### src/rtl/mc_ctrl_hs_if.sv
// Controller <-> datapath/memory bundle for mc_ctrl_hs: decode inputs in,
// memory strobes and datapath enables out.
`timescale 1ns/1ps
interface mc_ctrl_hs_if;
  logic [3:0] opcode;
  logic       flag_z;
  logic       mem_ready;
  logic       mem_rd;
  logic       mem_wr;
  logic       mem_addr_src;
  logic       ld_IR;
  logic       ld_TR;
  logic       ld_DI;
  logic       ld_PC;
  logic       pc_src_jump;
  logic       rf_we;
  logic [1:0] rf_src;
  logic [1:0] alu_op;
  logic       alu_src_mem;
  logic       ld_CZN;
  logic       bus_err;
  logic [3:0] state;

  modport master (
    input  opcode, flag_z, mem_ready,
    output mem_rd, mem_wr, mem_addr_src, ld_IR, ld_TR, ld_DI, ld_PC,
           pc_src_jump, rf_we, rf_src, alu_op, alu_src_mem, ld_CZN,
           bus_err, state
  );

  modport slave (
    output opcode, flag_z, mem_ready,
    input  mem_rd, mem_wr, mem_addr_src, ld_IR, ld_TR, ld_DI, ld_PC,
           pc_src_jump, rf_we, rf_src, alu_op, alu_src_mem, ld_CZN,
           bus_err, state
  );
endinterface

### src/rtl/mc_ctrl_hs.sv
// Multi-cycle controller for the 8-bit accumulator datapath with a
// variable-latency memory handshake, wait timeout and sticky bus-error halt.
`timescale 1ns/1ps
module mc_ctrl_hs #(
  parameter int unsigned WAIT_MAX = 8,
  parameter bit          COND_JMP = 1'b1
) (
  input  logic          clk,
  input  logic          rst,
  mc_ctrl_hs_if.master  bus
);
  localparam int unsigned CW = 8;
  localparam int unsigned SW = 4;

  typedef enum logic [SW-1:0] {
    S_IF  = 4'd0, S_DEC = 4'd1, S_LDI = 4'd2, S_MVR = 4'd3, S_RT  = 4'd4,
    S_AF  = 4'd5, S_MA  = 4'd6, S_MW  = 4'd7, S_JMP = 4'd8, S_ERR = 4'd9
  } state_t;

  state_t        st, st_nxt;
  logic [CW-1:0] wcnt, wcnt_nxt;

  logic [3:0] op;
  logic       is_ldi, is_lda, is_sta, is_ana, is_jmp, is_mvr, is_reg;
  logic       timeout, taken;

  logic       c_mem_rd, c_mem_wr, c_mem_addr_src;
  logic       c_ld_ir, c_ld_tr, c_ld_di, c_ld_pc, c_pc_src_jump;
  logic       c_rf_we, c_alu_src_mem, c_ld_czn, c_bus_err;
  logic [1:0] c_rf_src, c_alu_op;

  assign op      = bus.opcode;
  assign is_ldi  = (op[3:1] == 3'b000);
  assign is_lda  = (op[3:1] == 3'b001);
  assign is_sta  = (op[3:1] == 3'b010);
  assign is_ana  = (op[3:1] == 3'b100);
  assign is_jmp  = (op[3:1] == 3'b101);
  assign is_mvr  = (op == 4'b1100);
  assign is_reg  = (op[3:2] == 2'b11) && !is_mvr;
  assign timeout = (wcnt == CW'(WAIT_MAX));
  // Opcode 1010 always jumps; 1011 is conditional on Z only when COND_JMP is set.
  assign taken   = !COND_JMP || !op[0] || bus.flag_z;

  // State and wait-counter register
  always_ff @(posedge clk or posedge rst) begin
    if (rst) begin
      st   <= S_IF;
      wcnt <= '0;
    end else begin
      st   <= st_nxt;
      wcnt <= wcnt_nxt;
    end
  end

  // Next state and control decode; wait counter holds only while a memory access stalls
  always_comb begin
    st_nxt         = st;
    wcnt_nxt       = '0;
    c_mem_rd       = 1'b0;
    c_mem_wr       = 1'b0;
    c_mem_addr_src = 1'b0;
    c_ld_ir        = 1'b0;
    c_ld_tr        = 1'b0;
    c_ld_di        = 1'b0;
    c_ld_pc        = 1'b0;
    c_pc_src_jump  = 1'b0;
    c_rf_we        = 1'b0;
    c_rf_src       = 2'b00;
    c_alu_op       = 2'b00;
    c_alu_src_mem  = 1'b0;
    c_ld_czn       = 1'b0;
    c_bus_err      = 1'b0;
    case (st)
      S_IF: begin
        c_mem_rd = 1'b1;
        if (bus.mem_ready) begin
          c_ld_ir = 1'b1;
          c_ld_pc = 1'b1;
          st_nxt  = S_DEC;
        end else if (timeout) st_nxt = S_ERR;
        else wcnt_nxt = wcnt + CW'(1);
      end
      S_DEC: begin
        if (is_ldi)      st_nxt = S_LDI;
        else if (is_mvr) st_nxt = S_MVR;
        else if (is_reg) st_nxt = S_RT;
        else             st_nxt = S_AF;
      end
      S_LDI: begin
        c_rf_we  = 1'b1;
        c_rf_src = 2'b10;
        st_nxt   = S_IF;
      end
      S_MVR: begin
        c_rf_we  = 1'b1;
        c_rf_src = 2'b11;
        c_ld_czn = 1'b1;
        c_alu_op = 2'b11;
        st_nxt   = S_IF;
      end
      S_RT: begin
        c_rf_we  = 1'b1;
        c_ld_czn = 1'b1;
        case (op[1:0])
          2'b10:   c_alu_op = 2'b01;
          2'b11:   c_alu_op = 2'b10;
          default: c_alu_op = 2'b00;
        endcase
        st_nxt = S_IF;
      end
      S_AF: begin
        c_mem_rd = 1'b1;
        if (bus.mem_ready) begin
          c_ld_tr = 1'b1;
          c_ld_pc = 1'b1;
          st_nxt  = is_jmp ? S_JMP : S_MA;
        end else if (timeout) st_nxt = S_ERR;
        else wcnt_nxt = wcnt + CW'(1);
      end
      S_MA: begin
        c_mem_addr_src = 1'b1;
        c_mem_wr       = is_sta;
        c_mem_rd       = !is_sta;
        if (bus.mem_ready) begin
          c_ld_di = !is_sta;
          st_nxt  = is_sta ? S_IF : S_MW;
        end else if (timeout) st_nxt = S_ERR;
        else wcnt_nxt = wcnt + CW'(1);
      end
      S_MW: begin
        c_rf_we = 1'b1;
        if (is_lda) c_rf_src = 2'b01;
        else begin
          c_alu_src_mem = 1'b1;
          c_alu_op      = is_ana ? 2'b01 : 2'b00;
          c_ld_czn      = 1'b1;
        end
        st_nxt = S_IF;
      end
      S_JMP: begin
        c_pc_src_jump = 1'b1;
        c_ld_pc       = taken;
        st_nxt        = S_IF;
      end
      S_ERR:   c_bus_err = 1'b1;
      default: st_nxt = S_ERR;
    endcase
  end

  // Reset forces every output low, aborting any pending access without a load pulse
  assign bus.mem_rd       = c_mem_rd & ~rst;
  assign bus.mem_wr       = c_mem_wr & ~rst;
  assign bus.mem_addr_src = c_mem_addr_src & ~rst;
  assign bus.ld_IR        = c_ld_ir & ~rst;
  assign bus.ld_TR        = c_ld_tr & ~rst;
  assign bus.ld_DI        = c_ld_di & ~rst;
  assign bus.ld_PC        = c_ld_pc & ~rst;
  assign bus.pc_src_jump  = c_pc_src_jump & ~rst;
  assign bus.rf_we        = c_rf_we & ~rst;
  assign bus.rf_src       = rst ? 2'b00 : c_rf_src;
  assign bus.alu_op       = rst ? 2'b00 : c_alu_op;
  assign bus.alu_src_mem  = c_alu_src_mem & ~rst;
  assign bus.ld_CZN       = c_ld_czn & ~rst;
  assign bus.bus_err      = c_bus_err & ~rst;
  assign bus.state        = rst ? 4'h0 : SW'(st);
endmodule
### src/flat_wrapper.sv
// flat-port wrapper written by rule: the top's interface ports become plain ports
module mc_ctrl_hs_flat 
#(
  parameter int unsigned WAIT_MAX = 8,
  parameter bit          COND_JMP = 1'b1
)
  (clk, rst, bus_opcode, bus_flag_z, bus_mem_ready, bus_mem_rd, bus_mem_wr, bus_mem_addr_src, bus_ld_IR, bus_ld_TR, bus_ld_DI, bus_ld_PC, bus_pc_src_jump, bus_rf_we, bus_rf_src, bus_alu_op, bus_alu_src_mem, bus_ld_CZN, bus_bus_err, bus_state);
  mc_ctrl_hs_if bus_i ();
  input  logic clk;
  input  logic rst;
  input wire logic [$bits(bus_i.opcode)-1:0] bus_opcode;
  input wire logic [$bits(bus_i.flag_z)-1:0] bus_flag_z;
  input wire logic [$bits(bus_i.mem_ready)-1:0] bus_mem_ready;
  output wire logic [$bits(bus_i.mem_rd)-1:0] bus_mem_rd;
  output wire logic [$bits(bus_i.mem_wr)-1:0] bus_mem_wr;
  output wire logic [$bits(bus_i.mem_addr_src)-1:0] bus_mem_addr_src;
  output wire logic [$bits(bus_i.ld_IR)-1:0] bus_ld_IR;
  output wire logic [$bits(bus_i.ld_TR)-1:0] bus_ld_TR;
  output wire logic [$bits(bus_i.ld_DI)-1:0] bus_ld_DI;
  output wire logic [$bits(bus_i.ld_PC)-1:0] bus_ld_PC;
  output wire logic [$bits(bus_i.pc_src_jump)-1:0] bus_pc_src_jump;
  output wire logic [$bits(bus_i.rf_we)-1:0] bus_rf_we;
  output wire logic [$bits(bus_i.rf_src)-1:0] bus_rf_src;
  output wire logic [$bits(bus_i.alu_op)-1:0] bus_alu_op;
  output wire logic [$bits(bus_i.alu_src_mem)-1:0] bus_alu_src_mem;
  output wire logic [$bits(bus_i.ld_CZN)-1:0] bus_ld_CZN;
  output wire logic [$bits(bus_i.bus_err)-1:0] bus_bus_err;
  output wire logic [$bits(bus_i.state)-1:0] bus_state;
  assign bus_i.opcode = bus_opcode;
  assign bus_i.flag_z = bus_flag_z;
  assign bus_i.mem_ready = bus_mem_ready;
  assign bus_mem_rd = bus_i.mem_rd;
  assign bus_mem_wr = bus_i.mem_wr;
  assign bus_mem_addr_src = bus_i.mem_addr_src;
  assign bus_ld_IR = bus_i.ld_IR;
  assign bus_ld_TR = bus_i.ld_TR;
  assign bus_ld_DI = bus_i.ld_DI;
  assign bus_ld_PC = bus_i.ld_PC;
  assign bus_pc_src_jump = bus_i.pc_src_jump;
  assign bus_rf_we = bus_i.rf_we;
  assign bus_rf_src = bus_i.rf_src;
  assign bus_alu_op = bus_i.alu_op;
  assign bus_alu_src_mem = bus_i.alu_src_mem;
  assign bus_ld_CZN = bus_i.ld_CZN;
  assign bus_bus_err = bus_i.bus_err;
  assign bus_state = bus_i.state;
  mc_ctrl_hs #(.WAIT_MAX(WAIT_MAX), .COND_JMP(COND_JMP)) u_core (.clk(clk), .rst(rst), .bus(bus_i));
endmodule
### config.mk
export PLATFORM = sky130hd
export DESIGN_NAME = mc_ctrl_hs_flat
export DESIGN_NICKNAME = d
export VERILOG_FILES = /design/src/rtl/mc_ctrl_hs_if.sv /design/src/rtl/mc_ctrl_hs.sv /design/src/flat_wrapper.sv
export SDC_FILE = /design/constraint.sdc
export NUM_CORES = 1
export LEC_CHECK = 0
export CORE_UTILIZATION = 48
export CTS_CLUSTER_SIZE = 14
export DETAILED_ROUTE_END_ITERATION = 8
export PLACE_DENSITY_LB_ADDON = 0.05
export SYNTH_ARGS = -nofsm -noshare
export SYNTH_HDL_FRONTEND = slang
export SYNTH_SLANG_ARGS = --single-unit
### constraint.sdc
create_clock -name clk -period 2.4 [get_ports clk]
set_clock_uncertainty 0.1 [all_clocks]
set_input_delay 0.72 -clock clk [delete_from_list [all_inputs] [get_ports clk]]
set_output_delay 0.72 -clock clk [all_outputs]
set_load 0.005 [all_outputs]
==> results of run 1 <==
## layer usage
| layer | track usage, % | part of all wire, % | vias up |
|---|---|---|---|
| li1 | - | - | 546 |
| met1 | 28.5 | 41 | 520 |
| met2 | 45.5 | 53 | 40 |
| met3 | 1.57 | 3.8 | 8 |
| met5 | 0 | 0 | - |
| met4 | 12.3 | 2.3 | 0 |
## synth_stat cells, types with 2 or more instances
library cell | instances | area, sq um
a21oi_1 | 7 | 35.0
a31oi_1 | 2 | 12.5
and3_1 | 3 | 18.8
buf_6 | 2 | 22.5
clkbuf_1 | 3 | 11.3
dfrtp_1 | 12 | 300
ha_1 | 2 | 25.0
inv_1 | 6 | 22.5
nand2_1 | 6 | 22.5
nand2b_1 | 6 | 37.5
nand3_1 | 5 | 25.0
nand3b_1 | 2 | 15.0
nand4bb_1 | 2 | 22.5
nor2_1 | 18 | 67.6
nor2b_1 | 2 | 12.5
nor3_1 | 9 | 45.0
nor3b_1 | 3 | 22.5
o211ai_1 | 2 | 15.0
o21ai_0 | 2 | 10.0
o21ai_1 | 2 | 10.0
o22ai_1 | 2 | 12.5
or2_1 | 2 | 12.5
xnor2_1 | 2 | 17.5
xor2_1 | 5 | 43.8
## power by group through the flow
stage | sequential (mW) | combinational (mW) | clock, mW
6_report | 0.333 | 0.749 | 0.116
5_1_grt | 0.342 | 0.815 | 0.127
4_1_cts | 0.320 | 0.715 | 0.120
3_5_place_dp | 0.321 | 0.729 | 0
3_3_place_gp | 0.320 | 0.714 | 0
2_1_floorplan | 0.296 | 0.454 | 0
## placed cells by master (no fill, tap or decap), types with 2 or more instances in the layout
cell type         n
nand2_1           6
inv_1             5
and3_1            3
nand3b_1          2
o21ai_1           4
buf_2             6
xnor2_1           2
nor3b_1           2
dlygate4sd2_1    11
nand4bb_1         2
nand2b_1          4
xor2_1            5
nand3_1           5
clkbuf_2          3
nor2b_1           2
nor3_2            2
clkbuf_4          3
a31oi_1           2
buf_6             6
dfrtp_1           8
o22ai_1           2
o211ai_1          2
clkdlybuf4s15_1   3
buf_4            21
a21oi_1           6
nor2_1           16
ha_1              2
or2_4             2
nor3_1            6
nor2_2            2
dfrtp_2           4
## worst max-delay path, stage by stage
cell	delay, ns
buf_2	0.12
or3b_1	0.36
a21oi_2	0.12
a21oi_1	0.05
nor2_1	0.08
buf_2	0.11
## final timing paths
kind | from | endpoint | slack, ns | cells after the start
setup / recovery | bus_opcode[2] | bus_alu_op[0] | 0.01 | 6
hold / removal | u_core.wcnt[0] | u_core.wcnt[0] | 0.43 | 1
setup reg to reg | u_core.wcnt[5] | u_core.wcnt[2] | 0.66 | 4
hold reg to reg | u_core.wcnt[0] | u_core.wcnt[0] | 0.43 | 1
max in group asynchronous | rst | u_core.st[3] | 1.24 | 3
min in group asynchronous | rst | u_core.wcnt[0] | 0.63 | 3
## cell families after synthesis
kind of cell    synth area share, %
flops                          29.0
fa+ha+maj                      3.50
simple gates                   36.0
compound gates                 18.8
xor+xnor                       5.92
buf+inv                        6.76
## registers in the layout, summed over array words and instances, names as in the netlist
register     flops
u_core.wcnt      8
u_core.st        4
## final cells by class
class | instances | share of cell area [%]
Sequential cell | 12 | 20.0
Timing Repair Buffer | 51 | 26.7
Clock buffer | 3 | 1.47
Inverter | 6 | 1.47
Multi-Input combinational cell | 103 | 48.2
Tap cell | 27 | 2.21
## timing repair
item,CTS,global route
gates cloned,1,0
resized for setup,72,22
buffers inserted,5,1
endpoints found under the setup margin,20,11
pin swaps,10,8
## metrics by stage
stage	cell area [sq um]	std cells	hold WS, ns	power, mW	utilization [%]
2_1_floorplan	1040	126	0.383	0.750	-
3_5_place_dp	1440	193	0.422	1.05	71.7
4_1_cts	1480	201	0.430	1.15	74.1
5_1_grt	1530	202	0.464	1.28	76.4
3_3_place_gp	1440	193	0.411	1.03	71.7
6_report	1530	202	0.434	1.20	76.4
==> run summary, run 1 <==
worst-skew pair later-pin latency = 0.26 ns
Slew Limit Fails = 0
Setup WS pre-CTS = -0.773 ns
Detailed Route Iter0 Violations = 12
Cell Area, Synth = 1040 sq um
DP Wirelength = 2.01 mm
Post-CTS Hold Buffers = 0
Initial Utilization = 51.8%
internal power = 0.681 mW
DRC violations left = 0
port bufs = 27
Synth Register Bits = 12
Rows = 16
Worst Hold Class = reg -> reg
H-Tree Level Count = 1
antenna violations before repair = 0
first-pass GRT wire length = 4.56 mm
final worst setup slack = 0.0112 ns
CP Class = in -> out
Pleak = 0.703 nW
clock buffer depth = 2
Syn. warnings = 0
average vias per placed instance = 5.51
Max Cap Violations = 0
Layout Nets = 187
share of power burned in registers = 27.8%
clock-pin slew on the worst setup and hold paths = 0.07 ns
Root Buffer = clkbuf_4
final worst-path cycle share = 99.5%
n_diodes = 0
worst-path fanout max = 4
Final setup violation count = 0
CTS tree = done
sw frac = 43.1%
worst slew pin tran = 0.442 ns
largest net degree at the start of global routing = 13
CP required = 1.58 ns
vias in the first global route = 1074
GPL Wtd Cong = 0.881
cts bufs inserted = 3
Distinct cells, synth = 43
Psw = 0.516 mW
final WL = 2.79 mm
CP Launch Type = input pin
crit end category = output pin
Top FF cell, synth = dfrtp_1
Power Density = 783 nW/um^2
EDFF count, synth = 0
final setup TNS = 0 ns
register area share after synthesis = 29.0%
Final Hold Viols = 0
wire per inst = 13.8 um
Slew HR = 70.5%
syn_nets = 136
Via Count = 1114
Clk pwr share = 9.7%
fmax = 419 MHz
Die ar. = 2350 sq um
layout cells sized above 1 = 37.1%
io pins = 28
Initial DRT Pass Iterations = 4
CP arrival = 1.57 ns
overall global routing resource usage = 24.6%
async set or reset register ratio after synthesis = 100%
Overflow after GRT = 0
Die W = 48.5 um
Sink Count = 12
sequential cell area = 305 sq um
RSZ-0062 raised after global routing = yes
status = completed
area occupied by multi-input gates = 737 sq um
Die Y = 48.5 um
Detail Route Antenna Nets = 0
Logic pwr share = 62.5%
Synth Instances = 126
Fill cells = 154
P&R area growth vs syn = 47.6%
Mean Syn Cell Area = 8.22 sq um
fin crit period = 2.39 ns
core box area = 2000 sq um
worst vdd ir = 0.568 mV
Power figures use the tool's default switching activity.
==> run 2: changes to the inputs <==
Settings changed: CORE_UTILIZATION 48 to 51, SLEW_MARGIN from default to 20.
Clock period 2.4 ns to 2.9 ns, I/O delays scaled along.
==> run summary, run 2 (same netlist as run 1, synthesis figures left out) <==
clock buffer depth = 2 (unchanged)
Root Buffer = clkbuf_4
P&R area growth vs syn = 46.3%
Initial DRT Pass Iterations = 4 (unchanged)
Overflow after GRT = 0 (unchanged)
Sink Count = 12 (unchanged)
CP Launch Type = input pin
reg-to-reg endpoint = u_core.st[0]
vias in the first global route = 1034 (-3.7%)
DP Wirelength = 2.06 mm (+2.5%)
clock-pin slew on the worst setup and hold paths = 0.07 ns (about the same)
worst-skew pair later-pin latency = 0.28 ns (+0.02 ns)
sw frac = 45.3% (+2.1 points)
first-pass GRT wire length = 4.57 mm (+0.15%)
commonest non-fill, non-tap cell in the layout = buf_4
worst-path fanout max = 3 (-1)
fmax = 346 MHz
GPL Wtd Cong = 0.908 (+3.1%)
Max Cap Violations = 0 (unchanged)
final worst-path cycle share = 99.7%
Detail Route Antenna Nets = 0 (unchanged)
worst vdd ir = 0.662 mV (+17%)
Final Hold Viols = 0 (unchanged)
Die Y = 47.1 um (-2.9%)
Hold Path Stages = 1 (unchanged)
DRC violations left = 0 (unchanged)
Pleak = 0.742 nW (+5.4%)
FF-to-FF path depth = 4 (unchanged)
Rows = 15 (-1)
Power Density = 639 nW/um^2 (-18%)
largest registers = u_core.wcnt (8), u_core.st (4)
cts bufs inserted = 3 (unchanged)
Clk pwr share = 10.7% (+1.0 points)
final worst setup slack = 0.00975 ns (-0.00149 ns)
Slew Limit Fails = 0 (unchanged)
reg2reg start = u_core.st[1]
largest net degree at the start of global routing = 13 (unchanged)
overall global routing resource usage = 30.2% (+5.6 points)
share of power burned in registers = 29.8% (+2.0 points)
Logic pwr share = 59.5% (-3.0 points)
max reg flops = 8 (unchanged)
Tot Pwr = 0.969 mW (-19%)
CP arrival = 1.92 ns (+0.35 ns)
layout cells sized above 1 = 30.2% (-6.9 points)
core box area = 1820 sq um (-9.1%)
Slew HR = 67.7% (-2.7 points)
internal power = 0.530 mW (-22%)
Layout Nets = 184 (-1.6%)
status = completed
Worst Hold Class = reg -> reg
register bank with the most flops = u_core.wcnt
antenna violations before repair = 0 (unchanged)
Setup WS pre-CTS = -0.615 ns (+0.158 ns)
Util after Layout = 83.2% (+6.9 points)
fin crit period = 2.89 ns
average vias per placed instance = 5.71 (+3.5%)
Via Count = 1124 (+0.90%)
wire per inst = 15.6 um (+13%)
Die W = 47.1 um (-2.9%)
final setup TNS = 0 ns (unchanged)
CP required = 1.93 ns (+0.35 ns)
final WL = 3.08 mm (+10%)
Hold Path Origin = u_core.wcnt[0]
Die ar. = 2220 sq um (-5.6%)
Psw = 0.439 mW (-15%)
most frequent cells in the layout = 19 x buf_4, 17 x nor2_1, 12 x dfrtp_1
n_diodes = 0 (unchanged)
CTS tree = done
crit end category = output pin
worst slew pin tran = 0.483 ns (+0.0411 ns)
Final setup violation count = 0 (unchanged)
WHS Endpoint = u_core.wcnt[0]
Detailed Route Iter0 Violations = 43 (+31)
H-Tree Level Count = 1 (unchanged)
Initial Utilization = 56.9% (+5.2 points)
reg-to-reg slack, setup = 1.11 ns (+0.45 ns)
CP Class = in -> out
io pins = 28 (unchanged)
port bufs = 27 (unchanged)
## run 2: changes by cell type in the layout (fill, tap and decap cells not counted), sizes merged, moves of 2 or more
| cell | previous run | this run |
|---|---|---|
| clkbuf | 6 | 4 |
| clkdlybuf4s50 | 0 | 2 |
| clkdlybuf4s15 | 4 | 2 |
| buf | 33 | 30 |
| dlymetal6s2s | 0 | 4 |
## run 2: timing repair
item / 4_1_cts / 5_1_grt
setup endpoints to repair: 20 / 7
gates resized for setup: 60 / 15
cloned: 1 / 0
hold buffers: 0 / 0
pin swaps: 6 / 5
buffers inserted: 5 / 1
hold endpoints to repair: 0 / 0
## run 2: final cells by class
type	instances	area, sq um
tap	25	31.3
sequential	12	300
multi-input combinational	102	737
timing repair buffer	49	402
inverter	6	22.5
fill	123	305
clock buffer	3	22.5
## run 2: routing by layer
layer	share of wire (%)	GRT usage (%)	wire length, um	up-vias
li1	-	-	-	545
met3	5.7	6.54	174	5
met1	44	38.8	1340	532
met4	1.3	12.0	41	0
met5	0	0	0	-
met2	49	49.4	1520	42
## run 2: worst max-delay path, cell delays in order
cell and delay, ns:
clkdlybuf4s15_2 0.21, buf_6 0.13, nor3b_4 0.22, buf_6 0.14
o21ai_1 0.06, nand2_1 0.09, a21oi_1 0.07, buf_2 0.14
## run 2: per-stage QoR
stage	std cells	instance area, sq um	hold slack (ns)
final	197	1520	0.457
after global routing	197	1520	0.486
after CTS	196	1480	0.448
after detailed placement	187	1400	0.434
after global placement	187	1400	0.421
after floorplan	126	1040	0.383
## run 2: worst max path at each step
| stage | startpoint | to | slack [ns] |
|---|---|---|---|
| after floorplan | bus_opcode[1] | bus_rf_src[0] | 0.25 |
| after global placement | bus_opcode[3] | bus_alu_op[0] | -0.57 |
| after detailed placement | bus_opcode[3] | bus_alu_op[0] | -0.61 |
| after CTS | rst | bus_rf_src[1] | 0.006 |
| after global routing | bus_opcode[3] | bus_mem_rd | -0.02 |
| final | bus_opcode[3] | bus_mem_rd | 0.01 |
## run 2: power by group through the flow
stage,logic (mW),registers (mW),clock network (mW)
final,0.577,0.288,0.104
after global routing,0.629,0.296,0.112
after detailed placement,0.549,0.279,0
after floorplan,0.376,0.245,0
after CTS,0.549,0.277,0.107
after global placement,0.532,0.276,0
==> run 3: changes to the inputs <==
Settings changed: SLEW_MARGIN 20 to 10.
==> results of run 3 <==
No change in the layout: final DEF, timing and power equal those of run 2.
